--- src/rtl/pwm_pkg.sv ---
// Shared types and defaults for the multi-channel PWM generator.
package pwm_pkg;

    typedef enum logic {PWM_EDGE, PWM_CENTER} pwm_mode_t;
    typedef enum logic {DIR_UP, DIR_DOWN} pwm_dir_t;

    localparam int PWM_DEF_WIDTH = 11;

endpackage

--- src/rtl/pwm_cmp_ch.sv ---
// One PWM channel: shadow/active duty pair with boundary bypass and a
// registered strict less-than comparator against the shared counter.
module pwm_cmp_ch
    import pwm_pkg::*;
#(
    parameter int WIDTH = PWM_DEF_WIDTH
) (
    input  logic             clk,
    input  logic             rst,
    input  logic [WIDTH-1:0] cnt,
    input  logic             load,
    input  logic             boundary,
    input  logic [WIDTH-1:0] duty,
    input  logic             en,
    output logic             pwm
);

    logic [WIDTH-1:0] shadow;
    logic [WIDTH-1:0] active;

    // Duty capture, boundary transfer (fresh load bypasses the shadow) and compare.
    always_ff @(posedge clk) begin
        if (rst) begin
            shadow <= '0;
            active <= '0;
            pwm    <= 1'b0;
        end else begin
            if (load) begin
                shadow <= duty;
            end
            if (boundary) begin
                active <= load ? duty : shadow;
            end
            pwm <= en & (cnt < active);
        end
    end

endmodule

--- src/rtl/pwm_multi.sv ---
// Multi-channel PWM: shared edge/center-aligned period counter, mode and
// direction control, synch pulse and period-end strobe; NCH comparators.
module pwm_multi
    import pwm_pkg::*;
#(
    parameter int WIDTH = PWM_DEF_WIDTH,
    parameter int NCH   = 3
) (
    input  logic                 clk,
    input  logic                 rst,
    input  logic                 en,
    input  logic                 center_mode,
    input  logic [NCH*WIDTH-1:0] duty,
    input  logic                 duty_vld,
    output logic [NCH-1:0]       PWM_sig,
    output logic                 PWM_synch,
    output logic                 period_end
);

    localparam logic [WIDTH-1:0] MAX = '1;
    localparam logic [WIDTH-1:0] ONE = WIDTH'(1);

    logic [WIDTH-1:0] cnt, cnt_nxt;
    pwm_dir_t         dir, dir_nxt;
    pwm_mode_t        mode_act, mode_nxt;
    logic             boundary;
    logic             synch_nxt;
    logic             pend_nxt;

    // Counter, direction and mode state register plus registered strobes.
    always_ff @(posedge clk) begin
        if (rst) begin
            cnt        <= '0;
            dir        <= DIR_UP;
            mode_act   <= PWM_EDGE;
            PWM_synch  <= 1'b0;
            period_end <= 1'b0;
        end else begin
            cnt        <= cnt_nxt;
            dir        <= dir_nxt;
            mode_act   <= mode_nxt;
            PWM_synch  <= synch_nxt;
            period_end <= pend_nxt;
        end
    end

    // Next counter/direction/mode, boundary detection and strobe decode.
    always_comb begin
        cnt_nxt  = cnt;
        dir_nxt  = dir;
        mode_nxt = mode_act;
        boundary = 1'b0;
        if (!en) begin
            // Parked: every cycle is a boundary so new duty/mode land immediately.
            boundary = 1'b1;
            cnt_nxt  = '0;
            dir_nxt  = DIR_UP;
            mode_nxt = pwm_mode_t'(center_mode);
        end else begin
            if (mode_act == PWM_EDGE) begin
                boundary = (cnt == MAX);
                cnt_nxt  = cnt + 1'b1;
                dir_nxt  = DIR_UP;
            end else begin
                boundary = (cnt == ONE) && (dir == DIR_DOWN);
                if (dir == DIR_UP) begin
                    if (cnt == MAX) begin
                        dir_nxt = DIR_DOWN;
                        cnt_nxt = cnt - 1'b1;
                    end else begin
                        cnt_nxt = cnt + 1'b1;
                    end
                end else begin
                    if (cnt == ONE) begin
                        dir_nxt = DIR_UP;
                        cnt_nxt = '0;
                    end else begin
                        cnt_nxt = cnt - 1'b1;
                    end
                end
            end
            if (boundary) begin
                mode_nxt = pwm_mode_t'(center_mode);
                if (mode_nxt != mode_act) begin
                    cnt_nxt = '0;
                    dir_nxt = DIR_UP;
                end
            end
        end
        synch_nxt = en && (cnt == ONE) && (dir == DIR_UP);
        pend_nxt  = en && boundary;
    end

    for (genvar i = 0; i < NCH; i++) begin : g_ch
        pwm_cmp_ch #(
            .WIDTH(WIDTH)
        ) u_ch (
            .clk     (clk),
            .rst     (rst),
            .cnt     (cnt),
            .load    (duty_vld),
            .boundary(boundary),
            .duty    (duty[i*WIDTH +: WIDTH]),
            .en      (en),
            .pwm     (PWM_sig[i])
        );
    end

endmodule
--- config.mk ---
export PLATFORM = sky130hd
export DESIGN_NAME = pwm_multi
export DESIGN_NICKNAME = d
export VERILOG_FILES = /design/src/rtl/pwm_pkg.sv /design/src/rtl/pwm_cmp_ch.sv /design/src/rtl/pwm_multi.sv
export SDC_FILE = /design/constraint.sdc
export NUM_CORES = 1
export LEC_CHECK = 0
export ABC_AREA = 0
export ABC_CLOCK_PERIOD_IN_PS = 6750
export CAP_MARGIN = 25
export CORE_MARGIN = 4
export CORE_UTILIZATION = 60
export CTS_BUF_LIST = sky130_fd_sc_hd__clkbuf_2
export DETAILED_ROUTE_END_ITERATION = 12
export GPL_TIMING_DRIVEN = 1
export PLACE_DENSITY = 0.87
export SYNTH_ARGS = -nofsm -noshare
export SYNTH_HDL_FRONTEND = slang
export SYNTH_HIERARCHICAL = 1
export SYNTH_SLANG_ARGS = --single-unit
--- constraint.sdc ---
create_clock -name clk -period 6.75 [get_ports clk]
set_clock_uncertainty 0.15 [all_clocks]
set_input_delay 1.0125 -clock clk [delete_from_list [all_inputs] [get_ports clk]]
set_output_delay 1.0125 -clock clk [all_outputs]
set_load 0.01 [all_outputs]
==> Yosys cells after proc, flatten, opt, wreduce, memory -nomap -nowiden <==
Index checks and enable logic that the tools add are counted.
{ "word_totals": {"reg_bits": 84, "latch_bits": 0, "ramBits": 0, "mem_bits_ro": 0, "input_bits": 38, "out_inout_bits": 5, "wordCells": 53, "mem_count": 0} }
{ "classes": {"n_addsub": 2, "multipliers": 0, "div": 0, "n_lt_le_gt_ge": 3, "n_eq_ne": 4, "shifts": 0, "n_mux": 20, "bitwise": 5, "reduce_logical": 5} }
{ "ops": {"columns": ["cell", "count"], "rows": [
  ["$mux W11", 9],
  ["$lt A11 B11 Y1", 3],
  ["$add A11 B1 Y11 const B", 1],
  ["$eq A11 B1 Y1 const B", 1],
  ["$eq A11 B11 Y1 const B", 1],
  ["$mux W1", 11],
  ["$sub A11 B1 Y11 const B", 1],
  ["$logic_and A1 B1 Y1", 4],
  ["$and A1 B1 Y1", 3],
  ["$ne A2 B1 Y1 const B", 1],
  ["$not A1 Y1", 2],
  ["$reduce_or A2 Y1", 1],
  ["$ne A1 B1 Y1", 1]
]} }

==> Longest topological paths before layout <==
{ "depth": {"ltp_word": 6, "depth_mapped": 8, "depth_no_buf": 7} }

==> Cells and area by module <==
Netlist, hierarchy kept.
{ "modules_own_cells": {"columns": ["mod", "n_inst", "cells_per_inst", "area_each_um2", "seq_area_each_um2"], "rows": [
  ["pwm_cmp_ch", 3, 107, 1013.5, 460.4],
  ["pwm_multi", 1, 131, 1102.3, 300.3]
]} }

==> Worst setup path after synthesis <==
OpenSTA, ideal clock, no wires.
{ "synth_path": {"kind": "reg-to-reg", "start": "reg cnt[0]", "end": "reg g_ch[0].u_ch.active[2]", "setup_ns": 0.086, "arrival_ns": 2.202, "required_ns": 6.514, "setup_slack_ns": 4.312, "path_stages_with_launch": 9, "path_buffers": 2, "synth_period_minus_slack_ns": 2.438, "path_cell_list": "dfxtp_1 > ha_1 > nand4_1 > or4_1 > buf_2 > nand3_1 > buf_2 > nor2_1 > a211oi_1"} }
{ "synth_via": {"elab_chain_cells": 5, "elab_cells_between_ends": 6, "classes_between": "eq/ne (2); mux (3); reduce/logical (1)"} }
{ "synth_rtl": {"columns": ["item", "line_no", "rtl"], "rows": [
  ["start, declared", "pwm_multi.sv:23", "logic [WIDTH-1:0] cnt, cnt_nxt;"],
  ["start signal, assigned", "pwm_multi.sv:39", "cnt <= cnt_nxt;"],
  ["$eq A11 B1 Y1", "pwm_multi.sv:65", "boundary = (cnt == ONE) && (dir == DIR_DOWN);"],
  ["$logic_and A1 B1 Y1", "pwm_multi.sv:65", null],
  ["$mux W1 *", "pwm_multi.sv:60", "if (mode_act == PWM_EDGE) begin"],
  ["$mux W1 * (2 in series)", "pwm_multi.sv:53", "if (!en) begin"],
  ["via boundary", "pwm_multi.sv:26", "logic boundary;"],
  ["end signal, assigned", "pwm_cmp_ch.sv:32", "active <= load ? duty : shadow;"],
  ["end, declared", "pwm_cmp_ch.sv:19", "logic [WIDTH-1:0] active;"]
]} }
Mark *: on every way through the listed nets, which the timed path passes. The rest lies on a longest branch. The select of a mux whose other input is x is not followed.
A chain may end at the register's enable or synchronous reset.

==> Worst setup path after layout <==
{ "layout_path": {"start": "reg cnt[9]", "end": "reg g_ch[2].u_ch.active[3]"} }
{ "layout_via": {"elab_chain_cells": 5, "elab_cells_between_ends": 6, "classes_between": "eq/ne (2); mux (3); reduce/logical (1)"} }
{ "layout_rtl": {"columns": ["item", "line_no"], "rows": [
  ["$eq A11 B1 Y1", "pwm_multi.sv:65"],
  ["$logic_and A1 B1 Y1", "pwm_multi.sv:65"],
  ["$mux W1 *", "pwm_multi.sv:60"],
  ["$mux W1 * (2 in series)", "pwm_multi.sv:53"],
  ["via boundary", "pwm_multi.sv:26"],
  ["end signal, assigned", "pwm_cmp_ch.sv:32"],
  ["end, declared", "pwm_cmp_ch.sv:19"]
]} }
Marks and branches as above.

==> results.sh <==
export IMPL_outcome="completed"
export IMPL_hp_class="reg -> reg"
export IMPL_required_ns=7.05
export IMPL_nets=555
export IMPL_core_area_mm2=0.00676
export IMPL_avgSynthCellArea_um2=9.17
export IMPL_clk_path_buf_depth=2
export IMPL_synth_cell_type_count=40
export IMPL_port_buffers=42
export IMPL_period_share_pct=48.8
export IMPL_p_clk_share_pct=33.7
export IMPL_cpMaxStageDelayCell="nor4_1"
export IMPL_remaining_drc_errors=0
export IMPL_viasPerCell=6.00
export IMPL_rsz0062_at_grt="false"
export IMPL_root_buffer="clkbuf_2"
export IMPL_h_tree_depth=3
export IMPL_ant_nets=0
export IMPL_hold_buffers=0
export IMPL_path_class="reg -> reg"
export IMPL_grt_max_degree=72
export IMPL_slew_headroom_pct=34.9
export IMPL_antenna_found_initial=0
export IMPL_sw_frac_of_total_pct=25.2
export IMPL_clk_pin_slew_ns=0.24
export IMPL_cts_sinks=84
export IMPL_die_w_um=91.1
export IMPL_fin_crit_ns=3.29
export IMPL_ios=43
export IMPL_yosysSeqAreaShare_pct=40.6
export IMPL_fin_setup_tns_ns=0
export IMPL_drv_slew=0
export IMPL_critPathMaxFanout=67
export IMPL_rows=30
export IMPL_p_int_mw=0.747
export IMPL_dieHeight_um=91.1
export IMPL_finalHoldViolCount=0
export IMPL_first_pass_iters=4
export IMPL_grt_overflow=0
export IMPL_worst_pin_slew_ns=0.976
export IMPL_synthXorXnorAreaFrac_pct=0.211
export IMPL_ctsResizeCount=0
export IMPL_synth_fa_ha_area_share_pct=9.97
export IMPL_seqPwrFrac_pct=53.9
export IMPL_synth_ff_type="dfxtp_1"
export IMPL_ff2ff_setup_slack_ns=3.46
export IMPL_syn_area_mm2=0.00414
export IMPL_track_usage_pct=22.3
export IMPL_dieArea_mm2=0.00830
export IMPL_postCtsSetupBuffers=0
export IMPL_areaGrowthSynthToFinish_pct=13.4
export IMPL_clkLatencyLatePin_ns=0.56
export IMPL_syn_inst=452
export IMPL_fmax_mhz=303
export IMPL_wl_um=8820
export IMPL_drv_cap=0
export IMPL_power_switching_mw=0.251
export IMPL_drive_above_1_share_pct=5.11
export IMPL_grt_pass1_vias=3342
export IMPL_finalWeightedCongestion=0.944
export IMPL_grt_pass1_wl_um=15000
export IMPL_place_hpwl_um=5980
export IMPL_crit_path_start_kind="flip-flop"
export IMPL_dp_cells=553
export IMPL_total_leakage_power_nw=1.99
export IMPL_cts_tree="yes"
export IMPL_antenna_cells=0
export IMPL_async_flop_share_pct=0
export IMPL_p_comb_share_pct=12.4
export IMPL_wl_per_cell_um=15.5
export IMPL_irDropWorstVdd_mv=0.174
export IMPL_slowest_delay_ns=0.74
export IMPL_ys_ff_latch=84
export IMPL_layout_common_cells="dfxtp_1, nor2_1, mux2i_1"
export IMPL_path_cells="nor4_1 > nand4_2 > nand3_2 > buf_4 > nor2_1 > a211oi_1"
export IMPL_end_kind="flip-flop"
export IMPL_synth_simple_area_share_pct=15.3
export IMPL_yosys_warnings=6
export IMPL_synth_top_family_by_area="compound AO/OA/AOI/OAI gates"
export IMPL_cts_buffers=9
export IMPL_synth_fp_nets=523
export IMPL_setup_viol=0
export IMPL_synth_edf_count=0
export IMPL_initialDrtViolationCount=249
export IMPL_power_density_mw_per_mm2=212
export IMPL_crit_arrival_ns=3.60
export IMPL_initial_core_util_pct=61.3
export IMPL_vias=3416
export IMPL_synthMuxAreaShare_pct=10.9
export IMPL_fillers=496
export IMPL_final_common_cell="dfxtp_1"
export IMPL_fin_cells=569
export IMPL_synth_compound_area_share_pct=15.7
==> cell families after synthesis <==
group | Yosys count
compound gates | 89
xor+xnor | 1
fa+ha+maj | 33
buf+inv | 68
flops | 84
mux | 45
simple gates | 132
==> cell type report <==
| cell class | count | area [um2] | area share (%) |
|---|---|---|---|
| timing repair buffer | 45 | 433 | 9.21 |
| clock inverter | 6 | 111 | 2.37 |
| sequential | 84 | 1680 | 35.8 |
| inverter | 44 | 165 | 3.51 |
| tap | 80 | 100 | 2.13 |
| clock buffer | 10 | 50.0 | 1.06 |
| multi-input combinational | 300 | 2160 | 45.9 |
==> worst max-delay path, delay by kind of cell, from the launching register on <==
kind            cells  cell delay [ns]
simple gates        4             1.71
flops               1             0.51
compound gates      1             0.27
buf+inv             1             0.52
==> synthesized netlist by cell type, types with 4 or more instances <==
cell / instances / area share [%]
nand3_1: 4 / 0.48
buf_6: 6 / 1.6
nand4_1: 7 / 1.1
nand2_1: 9 / 0.82
nor2b_1: 8 / 1.2
mux2i_1: 45 / 11
dfxtp_1: 84 / 41
a211oi_1: 33 / 6.0
a21oi_1: 10 / 1.2
clkbuf_1: 12 / 1.1
o2111ai_1: 14 / 3.0
inv_1: 44 / 4.0
ha_1: 33 / 10
nor4_1: 5 / 0.76
a31oi_1: 6 / 0.91
buf_2: 6 / 0.72
nor3_1: 7 / 0.85
nor2_1: 74 / 6.7
o21ai_0: 8 / 0.97
and3_1: 5 / 0.76
==> state kept, by name (all words and copies together), names as in the netlist <==
| register | cells |
|---|---|
| g_ch.u_ch/active | 33 |
| g_ch.u_ch/shadow | 33 |
| cnt | 11 |
| g_ch.u_ch/pwm | 3 |
| PWM_synch | 1 |
| dir | 1 |
| mode_act | 1 |
| period_end | 1 |
==> power by group through the flow <==
stage / clock network, mW / registers [mW] / logic [mW]
6_report: 0.336 / 0.538 / 0.124
5_1_grt: 0.367 / 0.541 / 0.139
4_1_cts: 0.343 / 0.538 / 0.124
3_5_place_dp: 0 / 0.547 / 0.123
3_3_place_gp: 0 / 0.546 / 0.117
2_1_floorplan: 0 / 0.544 / 0.0799
==> routing by layer <==
metal	vias up	share of wire, %	track usage (%)
met1	1579	43	26.6
met3	32	6.1	6.88
met2	116	47	36.4
met5	-	0	0
met4	0	3.1	11.1
li1	1689	-	-
==> through the flow <==
step	worst slack, ns	total power [mW]	utilization (%)	hold slack (ns)	cell area, um2
after floorplan	4.31	0.624	-	0.290	4140
after global placement	3.79	0.663	67.2	0.319	4540
after detailed placement	3.55	0.670	67.2	0.328	4540
after CTS	3.48	1.00	69.6	0.353	4700
after global routing	3.16	1.05	69.6	0.366	4700
final	3.46	0.998	69.6	0.348	4700
==> final timing paths <==
kind                     startpoint  depth (start not counted)                      to
min          g_ch[2].u_ch/active[5]                          2  g_ch[2].u_ch/active[5]
max reg2reg                  cnt[9]                          6  g_ch[2].u_ch/active[3]
max                          cnt[9]                          6  g_ch[2].u_ch/active[3]
min reg2reg  g_ch[2].u_ch/active[5]                          2  g_ch[2].u_ch/active[5]
Power figures use the tool's default switching activity.
